$ cat src/rtl/arya_pkg.sv
// arya_pkg: shared widths, loader state encoding and the rotate-XOR checksum
// step used by arya_mem_loader (optional verify path: ARYA_LOADER_VERIFY_EN).
package arya_pkg;

   localparam int unsigned ARYA_ADDR_W = 10;
   localparam int unsigned ARYA_DATA_W = 64;

   typedef enum logic [2:0] {
      IDLE,
      LOAD,
      VERIFY,
      DONE,
      ERR
   } loader_state_t;

   // cs XOR rotl(data, rot); the doubled word makes the rotate a plain shift
   function automatic logic [ARYA_DATA_W-1:0] csum_step(
      input logic [ARYA_DATA_W-1:0] cs,
      input logic [ARYA_DATA_W-1:0] data,
      input logic [5:0]             rot
   );
      logic [2*ARYA_DATA_W-1:0] dbl;
      dbl = {data, data} << rot;
      return cs ^ dbl[2*ARYA_DATA_W-1 -: ARYA_DATA_W];
   endfunction

endpackage

$ cat src/rtl/arya_mem_loader_if.sv
// arya_mem_loader_if: source stream and core debug memory port of the loader.
// master = loader side, slave = host source / core side.
interface arya_mem_loader_if import arya_pkg::*; #(
   parameter int unsigned ADDR_W = ARYA_ADDR_W,
   parameter int unsigned DATA_W = ARYA_DATA_W
);
   logic              src_valid;
   logic [DATA_W-1:0] src_data;
   logic              src_ready;
   logic              debug_on;
   logic [ADDR_W-1:0] mem_addr_in;
   logic [DATA_W-1:0] mem_data_in;
   logic              mem_we;
   logic [ADDR_W-1:0] mem_addr_out;
   logic [DATA_W-1:0] mem_data_out;

   modport master (
      input  src_valid, src_data, mem_addr_out, mem_data_out,
      output src_ready, debug_on, mem_addr_in, mem_data_in, mem_we
   );

   modport slave (
      output src_valid, src_data, mem_addr_out, mem_data_out,
      input  src_ready, debug_on, mem_addr_in, mem_data_in, mem_we
   );
endinterface

$ cat src/rtl/arya_csum_acc.sv
// arya_csum_acc: rotate-XOR checksum accumulator; clear has priority over en.
module arya_csum_acc import arya_pkg::*; (
   input  logic                   clk,
   input  logic                   rst_n,
   input  logic                   clear,
   input  logic                   en,
   input  logic [ARYA_DATA_W-1:0] data,
   input  logic [5:0]             addr,
   output logic [ARYA_DATA_W-1:0] acc
);
   logic [ARYA_DATA_W-1:0] acc_q, acc_d;

   // next accumulator value
   always_comb begin
      acc_d = acc_q;
      if (clear) begin
         acc_d = '0;
      end else if (en) begin
         acc_d = csum_step(acc_q, data, addr);
      end
   end

   // accumulator register
   always_ff @(posedge clk or negedge rst_n) begin
      if (!rst_n) acc_q <= '0;
      else        acc_q <= acc_d;
   end

   assign acc = acc_q;
endmodule

$ cat src/rtl/arya_mem_loader.sv
// arya_mem_loader: streams a program image into the arya core's debug memory
// port while holding the core halted. Optional read-back checksum verify is
// built when ARYA_LOADER_VERIFY_EN is defined.
module arya_mem_loader import arya_pkg::*; #(
   parameter int unsigned ADDR_W = ARYA_ADDR_W,
   parameter int unsigned DATA_W = ARYA_DATA_W
) (
   input  logic                clk,
   input  logic                reset,
   input  logic                start,
   input  logic [ADDR_W:0]     load_len,
   arya_mem_loader_if.master   bus,
   output logic                busy,
   output logic                done,
   output logic                error,
   output logic [ADDR_W:0]     word_count
);
   localparam logic [ADDR_W:0] MAX_LEN = {1'b1, {ADDR_W{1'b0}}};
   localparam logic [ADDR_W:0] CNT_ONE = (ADDR_W+1)'(1);

   loader_state_t     state_q, state_d;
   logic [ADDR_W:0]   len_q, len_d;
   logic [ADDR_W:0]   word_count_q, word_count_d;
   logic [ADDR_W-1:0] addr_q, addr_d;
   logic [DATA_W-1:0] data_q, data_d;
   logic              we_q, we_d;
   logic              start_ok_q, start_ok_d;
   logic              src_ready;
   logic              beat;
   logic              start_acc;

`ifdef ARYA_LOADER_VERIFY_EN
   logic [ADDR_W:0]   vcnt_q, vcnt_d;
   logic [ADDR_W-1:0] raddr_q, raddr_d;
   logic              rvld_q, rvld_d;
   logic [DATA_W-1:0] cs_wr, cs_rd;
`else
   logic              unused_rd;
   assign unused_rd = ^{bus.mem_addr_out, bus.mem_data_out};
`endif

   assign src_ready = (state_q == LOAD) && (word_count_q < len_q);
   assign beat      = bus.src_valid & src_ready;
   // start_ok_q keeps a start coincident with reset release from being taken
   assign start_acc = start & start_ok_q & (state_q inside {IDLE, DONE, ERR});

   // next-state, write port and verify sequencing
   always_comb begin
      state_d      = state_q;
      len_d        = len_q;
      word_count_d = word_count_q;
      addr_d       = addr_q;
      data_d       = data_q;
      we_d         = 1'b0;
      start_ok_d   = 1'b1;
`ifdef ARYA_LOADER_VERIFY_EN
      vcnt_d       = vcnt_q;
      raddr_d      = raddr_q;
      rvld_d       = 1'b0;
`endif
      if (start_acc) begin
         state_d      = LOAD;
         len_d        = (load_len > MAX_LEN) ? MAX_LEN : load_len;
         word_count_d = '0;
      end else begin
         case (state_q)
            LOAD: begin
               if (beat) begin
                  addr_d       = word_count_q[ADDR_W-1:0];
                  data_d       = bus.src_data;
                  we_d         = 1'b1;
                  word_count_d = word_count_q + CNT_ONE;
               end else if (word_count_q == len_q) begin
`ifdef ARYA_LOADER_VERIFY_EN
                  state_d = VERIFY;
                  addr_d  = '0;
                  vcnt_d  = '0;
`else
                  state_d = DONE;
`endif
               end
            end
`ifdef ARYA_LOADER_VERIFY_EN
            VERIFY: begin
               vcnt_d = vcnt_q + CNT_ONE;
               if (vcnt_q < len_q) begin
                  addr_d  = addr_q + ADDR_W'(1);
                  raddr_d = addr_q;
                  rvld_d  = 1'b1;
               end
               if (rvld_q && (bus.mem_addr_out != raddr_q)) begin
                  state_d = ERR;
               end else if (vcnt_q == len_q + CNT_ONE) begin
                  state_d = (cs_wr == cs_rd) ? DONE : ERR;
               end
            end
`endif
            default: ;
         endcase
      end
   end

   // state and datapath registers
   always_ff @(posedge clk or negedge reset) begin
      if (!reset) begin
         state_q      <= IDLE;
         len_q        <= '0;
         word_count_q <= '0;
         addr_q       <= '0;
         data_q       <= '0;
         we_q         <= 1'b0;
         start_ok_q   <= 1'b0;
      end else begin
         state_q      <= state_d;
         len_q        <= len_d;
         word_count_q <= word_count_d;
         addr_q       <= addr_d;
         data_q       <= data_d;
         we_q         <= we_d;
         start_ok_q   <= start_ok_d;
      end
   end

`ifdef ARYA_LOADER_VERIFY_EN
   // verify read tracking registers
   always_ff @(posedge clk or negedge reset) begin
      if (!reset) begin
         vcnt_q  <= '0;
         raddr_q <= '0;
         rvld_q  <= 1'b0;
      end else begin
         vcnt_q  <= vcnt_d;
         raddr_q <= raddr_d;
         rvld_q  <= rvld_d;
      end
   end

   arya_csum_acc u_csum_wr (
      .clk   (clk),
      .rst_n (reset),
      .clear (start_acc),
      .en    (beat),
      .data  (bus.src_data),
      .addr  (6'(word_count_q)),
      .acc   (cs_wr)
   );

   arya_csum_acc u_csum_rd (
      .clk   (clk),
      .rst_n (reset),
      .clear (start_acc),
      .en    (rvld_q),
      .data  (bus.mem_data_out),
      .addr  (6'(bus.mem_addr_out)),
      .acc   (cs_rd)
   );

   assign error = (state_q == ERR);
`else
   assign error = 1'b0;
`endif

   assign bus.src_ready   = src_ready;
   assign bus.debug_on    = (state_q != IDLE);
   assign bus.mem_addr_in = addr_q;
   assign bus.mem_data_in = data_q;
   assign bus.mem_we      = we_q;
   assign busy            = (state_q == LOAD) || (state_q == VERIFY);
   assign done            = (state_q == DONE);
   assign word_count      = word_count_q;
endmodule

$ cat src/flat_wrapper.sv
// flat-port wrapper written by rule: the top's interface ports become plain ports
module arya_mem_loader_flat import arya_pkg::*;
#(
   parameter int unsigned ADDR_W = ARYA_ADDR_W,
   parameter int unsigned DATA_W = ARYA_DATA_W
)
  (clk, reset, start, load_len, busy, done, error, word_count, bus_src_valid, bus_src_data, bus_mem_addr_out, bus_mem_data_out, bus_src_ready, bus_debug_on, bus_mem_addr_in, bus_mem_data_in, bus_mem_we);
  arya_mem_loader_if #(.ADDR_W(ADDR_W), .DATA_W(DATA_W)) bus_i ();
  input  logic clk;
  input  logic reset;
  input  logic start;
  input  logic [ADDR_W:0] load_len;
  output logic busy;
  output logic done;
  output logic error;
  output logic [ADDR_W:0] word_count;
  input wire logic [$bits(bus_i.src_valid)-1:0] bus_src_valid;
  input wire logic [$bits(bus_i.src_data)-1:0] bus_src_data;
  input wire logic [$bits(bus_i.mem_addr_out)-1:0] bus_mem_addr_out;
  input wire logic [$bits(bus_i.mem_data_out)-1:0] bus_mem_data_out;
  output wire logic [$bits(bus_i.src_ready)-1:0] bus_src_ready;
  output wire logic [$bits(bus_i.debug_on)-1:0] bus_debug_on;
  output wire logic [$bits(bus_i.mem_addr_in)-1:0] bus_mem_addr_in;
  output wire logic [$bits(bus_i.mem_data_in)-1:0] bus_mem_data_in;
  output wire logic [$bits(bus_i.mem_we)-1:0] bus_mem_we;
  assign bus_i.src_valid = bus_src_valid;
  assign bus_i.src_data = bus_src_data;
  assign bus_i.mem_addr_out = bus_mem_addr_out;
  assign bus_i.mem_data_out = bus_mem_data_out;
  assign bus_src_ready = bus_i.src_ready;
  assign bus_debug_on = bus_i.debug_on;
  assign bus_mem_addr_in = bus_i.mem_addr_in;
  assign bus_mem_data_in = bus_i.mem_data_in;
  assign bus_mem_we = bus_i.mem_we;
  arya_mem_loader #(.ADDR_W(ADDR_W), .DATA_W(DATA_W)) u_core (.clk(clk), .reset(reset), .start(start), .load_len(load_len), .bus(bus_i), .busy(busy), .done(done), .error(error), .word_count(word_count));
endmodule
$ cat config.mk
export PLATFORM = sky130hd
export DESIGN_NAME = arya_mem_loader_flat
export DESIGN_NICKNAME = d
export VERILOG_FILES = /design/src/rtl/arya_pkg.sv /design/src/rtl/arya_mem_loader_if.sv /design/src/rtl/arya_csum_acc.sv /design/src/rtl/arya_mem_loader.sv /design/src/flat_wrapper.sv
export SDC_FILE = /design/constraint.sdc
export NUM_CORES = 1
export LEC_CHECK = 0
export CAP_MARGIN = 40
export CORE_MARGIN = 4
export CORE_UTILIZATION = 42
export CTS_CLUSTER_DIAMETER = 150
export DETAILED_ROUTE_END_ITERATION = 16
export PLACE_DENSITY = 0.93
export SLEW_MARGIN = 20
export SYNTH_ARGS = -nofsm -noshare
export SYNTH_HDL_FRONTEND = slang
export SYNTH_SLANG_ARGS = --single-unit
export TNS_END_PERCENT = 30
$ cat constraint.sdc
create_clock -name clk -period 3.7 [get_ports clk]
set_clock_uncertainty 0.2 [all_clocks]
set_input_delay 0.74 -clock clk [delete_from_list [all_inputs] [get_ports clk]]
set_output_delay 0.74 -clock clk [all_outputs]
set_load 0.02 [all_outputs]
Word-level counts from Yosys, hierarchy flattened
Cells that the tools add are included.
{ "word_totals": {"output_inout_bits": 91, "register_bits": 101, "wordCells": 42} }
{ "op_classes": {"n_mux": 11, "eq_ne": 6, "n_lt_le_gt_ge": 2, "bitwise_logic": 4, "reduce_logical": 11, "addsub": 1} }
{ "op_table": {"columns": ["op", "n"], "rows": [
  ["11-bit 2-to-1 mux", 4],
  ["3-bit 2-to-1 mux", 4],
  ["11-bit by 1-bit adder with 11-bit output, second input constant", 1],
  ["11-bit equality test", 1],
  ["11-bit > comparator, second input constant", 1],
  ["11-bit less-than comparator", 1],
  ["3-bit by 2-bit equality test with 1-bit output, second input constant", 2],
  ["3-bit AND reduction", 2],
  ["2-bit nonzero test", 3],
  ["3-bit nonzero test", 2],
  ["1-bit bitwise AND", 3],
  ["3-bit by 1-bit equality test with 1-bit output, second input constant", 1],
  ["3-bit equality test, second input constant", 1],
  ["3-bit zero test", 1],
  ["1-bit 2-to-1 mux", 3],
  ["2-bit != test, second input constant", 1],
  ["2-bit AND reduction", 1],
  ["1-bit logical AND", 1],
  ["1-bit logical OR", 1],
  ["1-bit inverter", 1]
]} }

Depth between registers and ports, before layout
Gate-level depths: netlist of run 1.
{ "depth": {"depth_word": 6, "depth_mapped": 9, "mapped_depth_nobuf": 8} }

Worst setup path before layout of run 1
No wires, ideal clock.
{ "synth_path": {"path_type": "register to output", "startpoint": "register u_core.word_count_q[9] (netlist: u_core.word_count[9])", "endpoint": "output port bus_src_ready", "stages_incl_launch_ff": 7, "required_ns": 2.760, "path_buffers": 1, "t_arrival_ns": 1.696, "slack_ns": 1.064, "path_cell_list": "dfrtp_1 > ha_1 > a21o_1 > a211oi_2 > o211ai_2 > inv_2 > buf_2"} }
{ "synth_between": {"elab_chain_len": 2} }
{ "synth_lines": {"columns": ["item", "line", "text"], "rows": [
  ["start: declaration", "arya_mem_loader.sv:23", "logic [ADDR_W:0] word_count_q, word_count_d;"],
  ["start signal: assignment", "arya_mem_loader.sv:116", "word_count_q <= word_count_d;"],
  ["11-bit less-than comparator", "arya_mem_loader.sv:42", "assign src_ready = (state_q == LOAD) && (word_count_q < len_q);"],
  ["1-bit logical AND", "arya_mem_loader.sv:42", null],
  ["end: declaration", "flat_wrapper.sv:21", "output wire logic [$bits(bus_i.src_ready)-1:0] bus_src_ready;"]
]} }
Every way passes these cells.

Worst setup path in the final report of run 1
Ends and elaborated chain as after synthesis.

==> run summary, run 1 <==
Cts bufs inserted = 9
Total power = 5.45 mW
Worst min path class = reg -> reg
Sequential fraction of the synthesis area = 0.578
CTS Sinks = 100
Via Count = 3179
Post-synthesis simple-gate area fraction = 0.0806
Clk pin slew, worst setup/hold paths = 0.09 ns
First-pass GRT wire length = 16600 um
Dominant cell type by area after synthesis = dfrtp_1
Area of the mapped netlist = 0.00433 mm2
Unrepaired setup endpoints after global routing = false
Crit path max-delay cell type = clkdlybuf4s50_1
Status = completed
Post-synth top area share = 0.578
Vias in the first global route = 3419
Worst Setup End Kind = output pin
Die Height = 110 um
Post-synthesis mux area share = 0.206
CP Cell Sequence = ha_1 -> a21o_1 -> a211oi_2 -> o211ai_2 -> inv_2 -> clkdlybuf4s50_1
Largest net degree at the start of global routing = 99
H-tree depth = 3
Antenna viol nets, final = 0
WL per Instance = 16.8 um
Setup CP Type = reg -> out
GPL Wtd Cong = 0.832
Buf/Inv on CP = 2
Layout cells sized above 1 = 0.107
Area growth syn-to-layout = 47.0%
Pre-antenna DRT Iters = 4
Final Hold Fails = 0
Rel. slew slack = 0.586
Fmax = 286 MHz
Most frequent cells in the layout = clkdlybuf4s50_1 (167), dfrtp_1 (100), mux2_1 (49), mux2_2 (25), nand2_1 (17)
XOR/XNOR share of the synthesized area = 0
CTS Root Cell = clkbuf_8
Die ar. = 0.0120 mm2
TritonCTS clock tree = done
# DRC = 0
Critical path arrival = 2.56 ns
Yosys reg bits = 100
Main combinational cell family by area after synthesis = multiplexers
Remaining global-route overflow = 0
Commonest non-fill, non-tap cell in the layout = clkdlybuf4s50_1
Nets = 660
Synth warnings = 0
Pre-CTS setup slack = 0.578 ns
Drt total wl = 10600 um
Initial Utilization = 0.437
Ports = 244
CTS max path bufs = 2
IO buf count = 168
Die width = 110 um
Diodes inserted = 0
Worst EP required = 2.76 ns
PostCTS Resize Cnt = 0
Tmin final = 3.50 ns
Max-slew violation count = 0
Pwr Density = 855 mW/mm2
Startpoint Class = register
Final Setup Violations = 0
Initial antenna violation count = 0
Post-CTS setup buffer count = 0
GRT Util Overall = 0.176
Min Hold Slack = 0.288 ns
Setup WS post-layout = 0.200 ns
Core Area = 0.00991 mm2
Critical path's top delay family = buffers and inverters
CP max stage delay = 0.60 ns
MaxCap Viol Count = 0
Fin Setup TNS = 0 ns
Cells after Synth = 321
Clock Latency Late Sink = 0.36 ns
Period utilisation layout = 0.946
Netlist cell types = 37
Critical Path Fanout Max = 9
Initial DRC count = 90
Area contributors post-synth = dfrtp_1 (58%), mux2_1 (13%), mux2_2 (6.5%)
Row cnt = 36
Via density = 5.05
Leakage = 2.76 nW
Synthesized area per cell = 13.5 um2
Max VDD drop = 0.370 mV
Synth Area in Adders = 0.0433
Least-Margin Pin Slew = 0.605 ns
Dpl hpwl = 7930 um
Compound-Gate Fraction of Synth Area = 0.0462
Net Count, Synth = 489
synth_stat cells (all sizes together):
master   instances
or3              2
o21a             2
dfrtp          100
nor4             3
o211ai           1
a211oi           1
a21o             1
a211o            1
nand3            6
nor3             1
or2              1
nand4            6
or4              2
ha              15
nor2             4
a31oi            2
nand2b           7
conb             2
buf             10
nand2           17
clkbuf           5
o31ai            1
and4             2
a2111oi          1
mux2i            6
nand3b           8
a41o             2
mux2            74
inv             16
a21oi            7
o21ai           12
and3             3
cells by family (layout without fill, tap and decap cells):
logic type	after synthesis	count (layout)
AOI/OAI and AO/OA	31	31
adders and majority gates	15	15
buffers and inverters	31	207
DFF	100	100
muxes	80	80
other	2	2
and+or+nand+nor	62	62
state kept, by name, summed over array words and instances, names as in the netlist:
signal / flops
u_core.len_q: 11
u_core.bus.mem_data_in: 64
u_core.bus.mem_we: 1
u_core.start_ok_q: 1
u_core.bus.mem_addr_in: 10
u_core.word_count: 11
u_core.state_q: 2
stage by stage:
| step | utilization | std cells | cell area [um2] |
|---|---|---|---|
| 3_3_place_gp | 0.618 | 613 | 6120 |
| 3_5_place_dp | 0.618 | 613 | 6120 |
| 5_1_grt | 0.643 | 630 | 6370 |
| 6_report | 0.643 | 630 | 6370 |
| 4_1_cts | 0.643 | 630 | 6370 |
| 2_1_floorplan | - | 321 | 4330 |
final timing paths:
check | start | end | slack, ns | cells past startpoint
max reg2reg | u_core.word_count[9] | u_core.bus.mem_data_in[11] | 0.83 | 7
max | u_core.word_count[9] | bus_src_ready | 0.20 | 6
max in group asynchronous | reset | u_core.bus.mem_data_in[21] | 2.07 | 3
min in group asynchronous | reset | u_core.bus.mem_data_in[43] | 0.51 | 2
min | u_core.bus.mem_data_in[16] | u_core.bus.mem_data_in[16] | 0.29 | 1
min reg2reg | u_core.bus.mem_data_in[16] | u_core.bus.mem_data_in[16] | 0.29 | 1
routing by layer:
metal  track usage  share of wire  vias up
met5             0              0        -
met4        0.0374         0.0076        0
met3        0.0534          0.091        7
met2         0.309           0.50      129
met1         0.213           0.41     1568
li1              -              -     1475
layout make-up:
class	instances	area [um2]
clock buffer	9	124
clock inverter	7	115
fill	740	3540
inverter	16	60.1
multi-input combinational	190	1640
sequential	100	2500
tap	133	166
timing repair buffer	175	1760
timing repair:
item	in CTS	in global routing
endpoints found under the setup margin	0	0
hold endpoints to repair	2	0
hold buffers	1	0
power by group:
part           leakage [nW]  internal, mW  switching [mW]
Clock                 0.115         0.447           0.373
Combinational          1.43          1.41            1.38
Sequential             1.22          1.57           0.268
Note: power is estimated with default switching activity, not from simulation.
==> run 2: changes to the inputs <==
- clock period: 3.7 -> 4.3 ns (I/O delays scaled with it)
==> run 2 against run 1 <==
Against the previous run: sequential share of layout area grew 0.27 points; worst setup slack gained 0.31 ns; sequential power shrank 14%; core utilization shrank 0.44 points; cell count shrank 0.32%; first-iteration DRC count shrank 5.6%; total power shrank 16%; combinational power shrank 15%; count of clock-buffer cells in the layout grew 3.
==> run summary, run 2 (synthesized netlist as in run 1, its figures left out) <==
Largest net degree at the start of global routing = 50 (-49%)
Antenna viol nets, final = 0 (unchanged)
Row cnt = 36 (unchanged)
CTS Root Cell = clkbuf_8
Setup CP Type = reg -> out
Period utilisation layout = 0.882
Pwr Density = 727 mW/mm2 (-15%)
GRT Util Overall = 0.173 (-0.00224)
WL per Instance = 16.7 um (-0.34%)
# DRC = 0 (unchanged)
Ports = 244 (unchanged)
Clock Latency Late Sink = 0.35 ns (about the same)
Die Height = 110 um (unchanged)
Hold_buf cts = 0 (-1)
CTS Sinks = 100 (unchanged)
RR Endpoint = u_core.bus.mem_data_in[53]
Worst R2R Path Depth = 7 (unchanged)
Max FFs per register = 64 (unchanged)
Nets = 658 (-0.30%)
Initial Utilization = 0.437 (unchanged)
Via density = 4.98 (-1.3%)
Cts bufs inserted = 9 (unchanged)
Dpl hpwl = 8050 um (+1.6%)
Status = completed
Critical Path End = bus_src_ready
Multi-input logic area = 0.00164 mm2 (unchanged)
Tmin final = 3.79 ns
PostCTS Resize Cnt = 0 (unchanged)
Final Hold Fails = 0 (unchanged)
CP Cell Sequence = ha_1 -> a21o_1 -> a211oi_2 -> o211ai_2 -> inv_2 -> clkdlybuf4s50_1
Max-slew violation count = 0 (unchanged)
Vias in the first global route = 3380 (-1.1%)
Core Area = 0.00991 mm2 (unchanged)
Unrepaired setup endpoints after global routing = false
Buf/Inv on CP = 2 (unchanged)
TritonCTS clock tree = done
Layout cells sized above 1 = 0.101 (-0.00563)
R2R Path Start = u_core.word_count[9]
Worst EP required = 3.24 ns (+0.48 ns)
MaxCap Viol Count = 0 (unchanged)
GPL Wtd Cong = 0.846 (+1.7%)
Rel. slew slack = 0.511 (-0.0755)
Crit path max-delay cell type = clkdlybuf4s50_1
FILL cells = 751 (+1.5%)
Via Count = 3128 (-1.6%)
Leakage = 2.74 nW (-0.65%)
Worst Setup End Kind = output pin
H-tree depth = 3 (unchanged)
First-pass GRT wire length = 16400 um (-1.0%)
Diodes inserted = 0 (unchanged)
Initial DRC count = 85 (-5.6%)
IO buf count = 168 (unchanged)
Crit path launch = u_core.word_count[9]
Final Setup Violations = 0 (unchanged)
FF-to-FF setup slack = 1.33 ns (+0.50 ns)
Commonest non-fill, non-tap cell in the layout = clkdlybuf4s50_1
CP max stage delay = 0.66 ns (+0.06 ns)
Die ar. = 0.0120 mm2 (unchanged)
Clk pin slew, worst setup/hold paths = 0.09 ns (about the same)
Crit path depth = 6 (unchanged)
Fmax = 264 MHz
Max VDD drop = 0.329 mV (-11%)
Storage cell area = 0.00250 mm2 (unchanged)
Pre-antenna DRT Iters = 4 (unchanged)
Least-Margin Pin Slew = 0.715 ns (+0.110 ns)
Post-CTS setup buffer count = 0 (unchanged)
Worst min path class = in -> async
Startpoint Class = register
Final Core Density = 0.639 (-0.00442)
Initial antenna violation count = 0 (unchanged)
Area growth syn-to-layout = 46.0%
Critical path arrival = 2.73 ns (+0.17 ns)
Most frequent cells in the layout = clkdlybuf4s50_1 (167), dfrtp_1 (100), mux2_1 (49), mux2_2 (25), nand2_1 (17)
Drt total wl = 10500 um (-0.65%)
Critical Path Fanout Max = 11 (+2)
Die width = 110 um (unchanged)
Fin Setup TNS = 0 ns (unchanged)
Critical path's top delay family = buffers and inverters
CTS max path bufs = 2 (unchanged)
Remaining global-route overflow = 0 (unchanged)
[run 2: worst min-delay path by stage]
stage                     slack (ns)                  startpoint  cells past startpoint                         end
after global routing            0.26                       reset                      1  u_core.bus.mem_data_in[43]
after detailed placement        0.27             u_core.len_q[0]                      2             u_core.len_q[0]
final                           0.25                       reset                      1  u_core.bus.mem_data_in[43]
after global placement          0.27  u_core.bus.mem_data_in[35]                      1  u_core.bus.mem_data_in[35]
after floorplan                 0.24             u_core.len_q[0]                      2             u_core.len_q[0]
after CTS                       0.25                       reset                      1  u_core.bus.mem_data_in[43]
[run 2: area by class of cell]
class | count | share of cell area
Inverter | 16 | 0.00949
Sequential cell | 100 | 0.395
Clock inverter | 4 | 0.0115
Clock buffer | 12 | 0.0229
Multi-Input combinational cell | 190 | 0.260
Timing Repair Buffer | 173 | 0.274
Tap cell | 133 | 0.0263
[run 2: power by group]
| part | switching [mW] | internal (mW) |
|---|---|---|
| Clock | 0.301 | 0.344 |
| Combinational | 1.19 | 1.18 |
| Sequential | 0.234 | 1.35 |
[run 2: routing by layer]
metal	share of wire	vias up	track usage
li1	-	1466	-
met1	0.41	1528	0.208
met2	0.49	126	0.303
met3	0.092	8	0.0482
met4	0.0087	0	0.0534
met5	0	-	0
[run 2: through the flow]
stage	setup slack (ns)	instances	power [mW]	cell area, um2	hold slack, ns
after global routing	0.349	628	4.90	6330	0.264
after global placement	0.933	611	3.89	6080	0.267
after floorplan	1.54	321	2.96	4330	0.243
after CTS	0.478	628	4.67	6330	0.246
after detailed placement	0.908	612	4.01	6110	0.271
final	0.507	628	4.60	6330	0.252
==> run 3: changes to the inputs <==
- CORE_UTILIZATION: 42 -> 40
- PLACE_DENSITY: 0.93 -> 0.85
==> run 3 against run 2 <==
Against the previous run: total power is 1.8% lower; worst setup slack worse by 0.078 ns; global-route usage is 0.31 points lower; combinational power hardly changed; sequential power hardly changed; sequential share of layout area is 0.20 points higher; non-clock buffer count is 1 higher; clock power is 17% lower; count of clock-buffer cells in the layout is 1 higher.
==> run summary, run 3 (synthesized netlist as in run 1, its figures left out) <==
Tmin final = 3.87 ns (+0.0783 ns)
Worst min path class = in -> async
Core Area = 0.0104 mm2 (+5.1%)
Die Height = 112 um (+2.3%)
Initial Utilization = 0.416 (-0.0213)
GRT Util Overall = 0.170 (-0.00312)
Remaining global-route overflow = 0 (unchanged)
Setup WS post-layout = 0.428 ns (-0.0783 ns)
Final Setup Violations = 0 (unchanged)
Max-slew violation count = 0 (unchanged)
MaxCap Viol Count = 0 (unchanged)
Max FFs per register = 64 (unchanged)
Final Hold Fails = 0 (unchanged)
Pre-CTS setup slack = 0.879 ns (-0.0283 ns)
Pwr Density = 717 mW/mm2 (-1.3%)
Diodes inserted = 0 (unchanged)
Worst EP required = 3.24 ns (about the same)
Most frequent cells in the layout = clkdlybuf4s50_1 (167), dfrtp_1 (100), mux2_1 (49), mux2_2 (25), nand2_1 (17)
RR Endpoint = u_core.bus.mem_data_in[10]
Antenna viol nets, final = 0 (unchanged)
TritonCTS clock tree = done
IO buf count = 168 (unchanged)
Clock Latency Late Sink = 0.35 ns (about the same)
Layout cells sized above 1 = 0.101 (unchanged)
GPL Wtd Cong = 0.839 (-0.82%)
Rel. slew slack = 0.540 (+0.0290)
Die ar. = 0.0126 mm2 (+4.6%)
Multi-input logic area = 0.00164 mm2 (unchanged)
Max VDD drop = 0.366 mV (+11%)
Area growth syn-to-layout = 45.3%
Initial DRC count = 129 (+52%)
CTS Sinks = 100 (unchanged)
Status = completed
Critical Path Fanout Max = 11 (unchanged)
Commonest non-fill, non-tap cell in the layout = clkdlybuf4s50_1
Via Count = 3150 (+0.70%)
Leakage = 2.73 nW (-0.43%)
Setup CP Type = reg -> out
First-pass GRT wire length = 17300 um (+5.6%)
Vias in the first global route = 3405 (+0.74%)
Storage cell area = 0.00250 mm2 (unchanged)
WL per Instance = 16.8 um (+0.63%)
Finished Layout Cells = 631 (+0.48%)
Drt total wl = 10600 um (+1.1%)
Unrepaired setup endpoints after global routing = false
Dpl hpwl = 8120 um (+0.90%)
Fin Setup TNS = 0 ns (unchanged)
CTS max path bufs = 2 (unchanged)
Fmax = 258 MHz (-2.0%)
Post-CTS setup buffer count = 0 (unchanged)
H-tree depth = 3 (unchanged)
Nets = 659 (+0.15%)
# DRC = 0 (unchanged)
FF-to-FF setup slack = 0.99 ns (-0.34 ns)
Initial antenna violation count = 0 (unchanged)
FILL cells = 831 (+11%)
Via density = 4.99 (+0.22%)
Cts bufs inserted = 9 (unchanged)
Period utilisation layout = 0.900 (+0.0182)
Hold_buf cts = 0 (unchanged)
Worst Setup End Kind = output pin
Largest net degree at the start of global routing = 55 (+10%)
Clk pin slew, worst setup/hold paths = 0.09 ns (about the same)
Critical path arrival = 2.81 ns (+0.08 ns)
Row cnt = 37 (+2.8%)
Startpoint Class = register
Placed cell count = 616 (+0.65%)
Final instance area = 0.00629 mm2 (-0.51%)
Worst R2R Path Depth = 7 (unchanged)
Total power = 4.52 mW (-1.8%)
Pre-antenna DRT Iters = 4 (unchanged)
Least-Margin Pin Slew = 0.688 ns (-0.0273 ns)
PostCTS Resize Cnt = 0 (unchanged)
Ports = 244 (unchanged)
R2R Path Start = u_core.word_count[9]
CTS Root Cell = clkbuf_8
Placed cell areas = 0.00613 mm2 (+0.27%)
Die width = 112 um (+2.3%)
-- run 3: cell count changes in the layout (fill, tap and decap cells not counted), sizes merged --
cell,before,now
bufinv,2,0
clkinvlp,1,0
buf,6,7
clkbuf,12,13
clkinv,1,2
-- run 3: how the worst max path moves through the flow --
stage,start,end,slack (ns)
global route,u_core.word_count[9],bus_src_ready,0.29
global placement,u_core.word_count[9],bus_src_ready,0.92
CTS,u_core.word_count[9],bus_src_ready,0.46
floorplan,u_core.word_count[9],bus_src_ready,1.54
finish,u_core.word_count[9],bus_src_ready,0.43
detailed placement,u_core.word_count[9],bus_src_ready,0.88
-- run 3: layer usage --
metal / vias up / share of wire / track usage / routed length, um
li1: 1469 / - / - / -
met2: 134 / 0.49 / 0.288 / 5200
met4: 0 / 0.012 / 0.0489 / 124
met1: 1536 / 0.42 / 0.216 / 4480
met3: 11 / 0.076 / 0.0453 / 803
met5: - / 0 / 0 / 0
-- run 3: stage by stage --
step | hold slack [ns] | util
3_5_place_dp | 0.277 | 0.588
3_3_place_gp | 0.266 | 0.586
6_report | 0.289 | 0.604
2_1_floorplan | 0.243 | -
5_1_grt | 0.307 | 0.604
4_1_cts | 0.293 | 0.604
-- run 3: cell type report --
cell class	instances	area share
tap	136	0.0270
sequential	100	0.398
inverter	16	0.00954
multi-input combinational	190	0.261
timing repair buffer	174	0.278
clock inverter	2	0.00159
clock buffer	13	0.0252
-- run 3: power by group --
group / total (mW) / leakage [nW] / internal [mW] / switching [mW]
sequential: 1.58 / 1.22 / 1.35 / 0.229
combinational: 2.40 / 1.42 / 1.20 / 1.20
clock: 0.536 / 0.0893 / 0.238 / 0.297
-- run 3: worst max-delay path, stage by stage, from the launching register on --
cell and delay [ns]:
dfrtp_1 0.47, ha_1 0.37, a21o_1 0.20, a211oi_2 0.25, o211ai_2 0.26, inv_2 0.24
clkdlybuf4s50_1 0.66
